### src/rtl/aw_w_b_channel.sv
// rtl/aw_w_b_channel.sv - single-outstanding AXI write channel (AW/W/B) behind an sram-like port; optional AXI_WR_RESP_CHK_EN drives sticky wr_err
// Ports: clk, reset (sync, active-high); sram write request in, wr_addr_ok/wr_data_ok out;
//        AXI AW/W masters, B slave; wr_busy/wr_pend_addr for read-after-write blocking; wr_err.
module aw_w_b_channel (
    input  logic        clk,
    input  logic        reset,
    input  logic        data_sram_req,
    input  logic        data_sram_wr,
    input  logic [1:0]  data_sram_size,
    input  logic [3:0]  data_sram_wstrb,
    input  logic [31:0] data_sram_addr,
    input  logic [31:0] data_sram_wdata,
    output logic        data_sram_wr_addr_ok,
    output logic        data_sram_wr_data_ok,
    output logic [3:0]  awid,
    output logic [31:0] awaddr,
    output logic [7:0]  awlen,
    output logic [2:0]  awsize,
    output logic [1:0]  awburst,
    output logic [1:0]  awlock,
    output logic [3:0]  awcache,
    output logic [2:0]  awprot,
    output logic        awvalid,
    input  logic        awready,
    output logic [3:0]  wid,
    output logic [31:0] wdata,
    output logic [3:0]  wstrb,
    output logic        wlast,
    output logic        wvalid,
    input  logic        wready,
    input  logic [3:0]  bid,
    input  logic [1:0]  bresp,
    input  logic        bvalid,
    output logic        bready,
    output logic        wr_busy,
    output logic [31:0] wr_pend_addr,
    output logic        wr_err
);

    localparam logic [1:0] S_IDLE   = 2'd0;
    localparam logic [1:0] S_SEND   = 2'd1;
    localparam logic [1:0] S_WAIT_B = 2'd2;
    localparam logic [1:0] S_DONE   = 2'd3;

    logic [1:0]  state_q, state_d;
    logic        awvalid_q, awvalid_d;
    logic        wvalid_q, wvalid_d;
    logic [31:0] addr_q, addr_d;
    logic [2:0]  size_q, size_d;
    logic [3:0]  wstrb_q, wstrb_d;
    logic [31:0] wdata_q, wdata_d;
    logic        aw_hs, w_hs;

    // bid is never checked; bresp only matters with the error flag built in
    logic unused_b;
    assign unused_b = ^{bid, bresp};

    assign aw_hs = awvalid_q && awready;
    assign w_hs  = wvalid_q && wready;

    always_comb begin
        state_d   = state_q;
        awvalid_d = awvalid_q;
        wvalid_d  = wvalid_q;
        addr_d    = addr_q;
        size_d    = size_q;
        wstrb_d   = wstrb_q;
        wdata_d   = wdata_q;
        case (state_q)
            S_IDLE: begin
                // reads (req && !wr) never start anything here
                if (data_sram_req && data_sram_wr) begin
                    addr_d    = data_sram_addr;
                    size_d    = {1'b0, data_sram_size};
                    wstrb_d   = data_sram_wstrb;
                    wdata_d   = data_sram_wdata;
                    awvalid_d = 1'b1;
                    wvalid_d  = 1'b1;
                    state_d   = S_SEND;
                end
            end
            S_SEND: begin
                if (aw_hs) awvalid_d = 1'b0;
                if (w_hs)  wvalid_d  = 1'b0;
                // leave once neither channel still has an un-handshaken beat
                if ((!awvalid_q || aw_hs) && (!wvalid_q || w_hs)) begin
                    state_d = S_WAIT_B;
                end
            end
            S_WAIT_B: begin
                if (bvalid) state_d = S_DONE;
            end
            default: begin
                state_d = S_IDLE;
            end
        endcase
    end

    always_ff @(posedge clk) begin
        if (reset) begin
            state_q   <= S_IDLE;
            awvalid_q <= 1'b0;
            wvalid_q  <= 1'b0;
            addr_q    <= 32'd0;
            size_q    <= 3'd0;
            wstrb_q   <= 4'd0;
            wdata_q   <= 32'd0;
        end else begin
            state_q   <= state_d;
            awvalid_q <= awvalid_d;
            wvalid_q  <= wvalid_d;
            addr_q    <= addr_d;
            size_q    <= size_d;
            wstrb_q   <= wstrb_d;
            wdata_q   <= wdata_d;
        end
    end

`ifdef AXI_WR_RESP_CHK_EN
    logic wr_err_q, wr_err_d;

    // sticky: any non-OKAY response is remembered until reset
    always_comb begin
        wr_err_d = wr_err_q;
        if (state_q == S_WAIT_B && bvalid && bresp != 2'b00) begin
            wr_err_d = 1'b1;
        end
    end

    always_ff @(posedge clk) begin
        if (reset) begin
            wr_err_q <= 1'b0;
        end else begin
            wr_err_q <= wr_err_d;
        end
    end

    assign wr_err = wr_err_q;
`else
    assign wr_err = 1'b0;
`endif

    assign data_sram_wr_addr_ok = (state_q == S_IDLE);
    assign data_sram_wr_data_ok = (state_q == S_DONE);
    assign bready               = (state_q == S_WAIT_B);
    assign wr_busy              = (state_q != S_IDLE);
    assign wr_pend_addr         = addr_q;

    assign awid    = 4'd1;
    assign awaddr  = addr_q;
    assign awlen   = 8'd0;
    assign awsize  = size_q;
    assign awburst = 2'b01;
    assign awlock  = 2'b00;
    assign awcache = 4'd0;
    assign awprot  = 3'd0;
    assign awvalid = awvalid_q;

    assign wid    = 4'd1;
    assign wdata  = wdata_q;
    assign wstrb  = wstrb_q;
    assign wlast  = 1'b1;
    assign wvalid = wvalid_q;

endmodule
### config.mk
export PLATFORM = sky130hd
export DESIGN_NAME = aw_w_b_channel
export DESIGN_NICKNAME = d
export VERILOG_FILES = /design/src/rtl/aw_w_b_channel.sv
export SDC_FILE = /design/constraint.sdc
export NUM_CORES = 1
export LEC_CHECK = 0
export BUFFER_PORTS_ARGS = -buffer_cell sky130_fd_sc_hd__buf_2
export CORE_UTILIZATION = 30
export DETAILED_ROUTE_END_ITERATION = 12
export GPL_TIMING_DRIVEN = 0
export MAX_ROUTING_LAYER = met4
export PLACE_DENSITY_LB_ADDON = 0.2
export SETUP_SLACK_MARGIN = 0.1
export SYNTH_ARGS = -nofsm -noshare
export SYNTH_HDL_FRONTEND = slang
export SYNTH_SLANG_ARGS = --single-unit
export TNS_END_PERCENT = 50
### constraint.sdc
create_clock -name clk -period 1.7 [get_ports clk]
set_clock_uncertainty 0.05 [all_clocks]
set_input_delay 0.17 -clock clk [delete_from_list [all_inputs] [get_ports clk]]
set_output_delay 0.17 -clock clk [all_outputs]
set_load 0.01 [all_outputs]
# Word-level counts from Yosys, hierarchy flattened
# Cells that the tools add are included.
# totals
reg_bits,74
wordCells,39
output_inout_bits,138
# classes
n_eq_ne,8
n_mux,9
reduce_logical,15
# ops
cell,n
$reduce_and 3->1,3
$ne 2x2->1 const B,4
$mux 2,3
$pmux 2 s3,1
$eq 2x2->1 const B,2
$logic_and 1x1->1,4
$pmux 1 s2,2
$reduce_bool 2->1,2
$mux 1,3
$eq 2x1->1 const B,1
$logic_not 1->1,2
$logic_not 2->1,1
$logic_or 1x1->1,2
$ne 2x1->1 const B,1
$reduce_and 2->1,1

# Depth between registers and ports, before layout
# depth
ltp_word,5
mapped_depth,7
mapped_depth_nobuf,6

# Worst setup path before layout
# No wires, ideal clock.
# synth_path
kind,flip-flop to flip-flop
startpoint,register state_q[0]
endpoint,register state_q[0]
path_buffers,0
stages_incl_launch_ff,6
required_time_ns,1.529
arrival_time_ns,1.234
slack_ns,0.295
synth_period_minus_slack_ns,1.405
setup_time_ns,0.121
path_cell_list,dfxtp_1 > inv_1 > ha_1 > nand2_1 > nand3_2 > mux2_4
# synth_via
elab_chain_cells,3
word_cells_on_any_way,8
classes_between,eq/ne: 5; mux: 1; reduce/logical: 2
# synth_rtl
element,line,text
"start, declared",45,"logic [1:0] state_q, state_d;"
"start signal, assigned",109,state_q <= state_d;
$logic_not 2->1 (*),-,
via data_sram_wr_addr_ok,13,"output logic data_sram_wr_addr_ok,"
$ne 2x1->1 (no source line),-,
$reduce_and 3->1 (no source line),-,
# Mark *: on every way through the listed nets, which the timed path passes. The rest lies on a longest branch.
# A chain may end at the register's enable or synchronous reset.

# Final worst setup path
# layout_path
startpoint,register state_q[0]
endpoint,output wr_busy
# layout_via
elab_chain_cells,1
# layout_rtl
element,line,text
$reduce_bool 2->1,146,assign wr_busy = (state_q != S_IDLE);
"end, declared",35,"output logic wr_busy,"
# Every way passes these cells.

==> summary.txt <==
Hold path
  – Hold Path Cell Cnt: 3
  – HP Class: in2reg

Layout
  – P&R area growth vs syn: 62.39%
  – Ant diodes: 0
  – Filler cells: 1016
  – Fin nets: 768
  – Layout cells sized above 1: 0.4204
  – Final instance count without filler cells: 821
  – Design Area, Final: 5197 um^2

Routing
  – Router iterations before antenna repair: 4
  – Routed vias/inst: 4.065
  – Vias: 3337
  – Post-Route WL: 9.016 mm
  – Post-DRT Antenna Nets: 0
  – WL/cell: 10.98 um
  – DRC Markers: 0
  – Initial DRC count: 92

GRT
  – Overall routing resource usage: 0.1657
  – Largest net degree at the start of global routing: 14
  – Vias in the first global route: 3039
  – GRT overflow: 0
  – First-pass GRT wire length: 14.03 mm
  – Antenna violations before repair: 0

STA
  – FMAX: 0.6737 GHz
  – RSZ-0062 raised after global routing: false
  – Setup violations, final: 0
  – Slew Limit Fails: 0
  – Final-report hold violation count: 0
  – Minimum clock period: 1484 ps
  – Final worst path period share: 0.8731

Floorplanning
  – Die span in y: 105.3 um
  – Die width: 105.3 um
  – IO Count: 221
  – Initial Utilization: 0.3100
  – Row count: 37
  – Die area: 11090 um^2
  – Core box area: 10320 um^2

CTS
  – Clock Pin Slew Worst Setup and Hold Paths: 80 ps
  – CTS Root Cell: clkbuf_8
  – CTS buffer count: 9
  – Setup bufs post-CTS: 0
  – CTS HTree Levels: 3
  – Max Root-Sink Buffers: 2
  – Skew-Pair Late Insertion Delay: 340 ps
  – Clk sink count: 74
  – CTS tree: yes

Job
  – Max cap viols: 0

Synthesis
  – Area contributors post-synth: dfxtp_1, nand2_1, buf_4, a21oi_1, buf_6
  – Cells after synthesis: 400
  – Largest area contributor in the netlist: dfxtp_1
  – Ys Warns: 0
  – Syn Area/Cell: 8.001 um^2
  – Synth cell types: 23
  – Part of the Yosys area used for sequential elements: 0.4629
  – Syn Std Cell Area: 3201 um^2
  – Yosys reg bits: 74
  – Top-area cell type share of the netlist area: 0.4629

Status
  – Outcome: completed

Critical path
  – CP max stage delay: 360 ps
  – CP startpoint kind: flop
  – Critical Path Stages: 4
  – Crit path max-delay cell type: dfxtp_2
  – CP top delay family: flip-flops
  – CP max FO: 5
  – CP Data Arrival Time: 1260 ps
  – WS Path Type: reg2out
  – Critical Path, Cell by Cell: inv_1 > ha_4 > inv_2 > buf_2
  – Worst Path Required: 1480 ps
  – Worst Setup End Kind: primary output
  – Worst path buffer plus inverter count: 3
  – Reg2Reg Depth: 7

Placed design
  – Cells after DPL: 748
  – Area after DPL: 4397 um^2
  – Final HPWL DP: 6.336 mm
  – Number of I/O port buffers: 184
  – GP Congestion: 0.7521

Power
  – Leak pwr: 2.660 nW
  – Power per Cell Area: 991.2 nW/um^2
  – VDD IR max: 0.4526 mV
  – Total power draw: 5.152 mW
[where the power goes]
part           internal [mW]  leakage [nW]  switching [mW]
combinational          0.814          1.95           0.883
sequential              1.94         0.604           0.133
clock                  0.720         0.103           0.656
[final cells by class]
cell class	instances	area [um^2]	area share
Multi-Input combinational cell	266	1224	0.2354
Sequential cell	74	1484	0.2855
Buffer	84	610.6	0.1175
Tap cell	136	170.2	0.03274
Inverter	4	15.01	0.002889
Clock inverter	6	65.06	0.01252
Clock buffer	10	137.6	0.02648
Timing Repair Buffer	241	1491	0.2870
[kinds of logic after synthesis]
kind of cell	synth area share
AO/OA/AOI/OAI	0.1165
adder cells (fa/ha/maj)	0.01955
buffers and inverters	0.1955
flip-flops	0.4629
multiplexers	0.007817
other	0.002346
AND/OR/NAND/NOR	0.1955
[through the flow]
stage	utilization	TNS, ps	hold WS (ps)	setup WS, ps
6_report	0.5035	0	16.63	215.7
5_1_grt	0.5035	0	4.736	116.2
4_1_cts	0.5014	0	0.7178	111.4
3_5_place_dp	0.4259	-8950	366.5	-143.8
3_3_place_gp	0.4259	-8914	361.0	-132.1
2_1_floorplan	-	0	256.0	295.2
[cell usage in the layout (no fill, tap or decap), types with 2 or more instances in the layout]
cell	count
nor3_1	2
clkinv_2	2
nand2_1	144
dlygate4sd3_1	57
ha_1	4
nand3_1	2
nor2_1	2
clkbuf_8	10
dfxtp_2	2
dfxtp_1	72
inv_1	3
buf_4	62
a21oi_1	70
conb_1	30
buf_2	192
clkbuf_1	7
a31o_2	2
buf_6	7
[tightest hold or removal path: cells and delay by family]
| family | cells | cell delay (ps) |
|---|---|---|
| AO/OA/AOI/OAI | 1 | 60 |
| buffers and inverters | 1 | 100 |
| AND/OR/NAND/NOR | 1 | 40 |
[final timing paths]
| check | from | to | slack (ps) |
|---|---|---|---|
| worst max-delay path | state_q[0] | wr_busy | 220 |
| worst min-delay path | data_sram_addr[5] | awaddr[5] | 20 |
| worst max register to register | state_q[0] | wdata[7] | 250 |
| worst min register to register | wdata[15] | wdata[15] | 400 |
[routing by layer]
metal | GRT usage | part of all wire | vias to the layer above | wire length [um]
li1 | - | - | 1733 | -
met1 | 0.1800 | 0.43 | 1463 | 3877
met2 | 0.2824 | 0.49 | 132 | 4385
met3 | 0.05009 | 0.070 | 9 | 632
met4 | 0.06640 | 0.013 | 0 | 121
met5 | - | 0 | - | 0
[cell usage after synthesis]
cell / n
nand2_1: 144
dfxtp_1: 74
a21oi_1: 70
buf_4: 62
buf_2: 8
buf_6: 7
clkbuf_1: 7
ha_1: 5
inv_1: 3
nand3_1: 3
a31o_2: 2
conb_1: 2
nor2_1: 2
nor3_1: 2
and2b_4: 1
inv_2: 1
mux2_4: 1
mux2i_1: 1
nand2b_1: 1
nand3_2: 1
nor2_8: 1
nor2b_1: 1
o21ai_1: 1
[sequential cells by signal, indices dropped and copies added (netlist names)]
register  flops
awaddr       32
awsize        2
awvalid       1
state_q       2
wdata        32
wstrb         4
wvalid        1
[repair_timing]
item                                    in CTS  in global routing
hold endpoints to repair                    56                  1
pin swaps                                    0                  1
resized for setup                            4                  2
hold buffers                                56                  1
endpoints found under the setup margin      73                 71
Power figures use the tool's default switching activity.
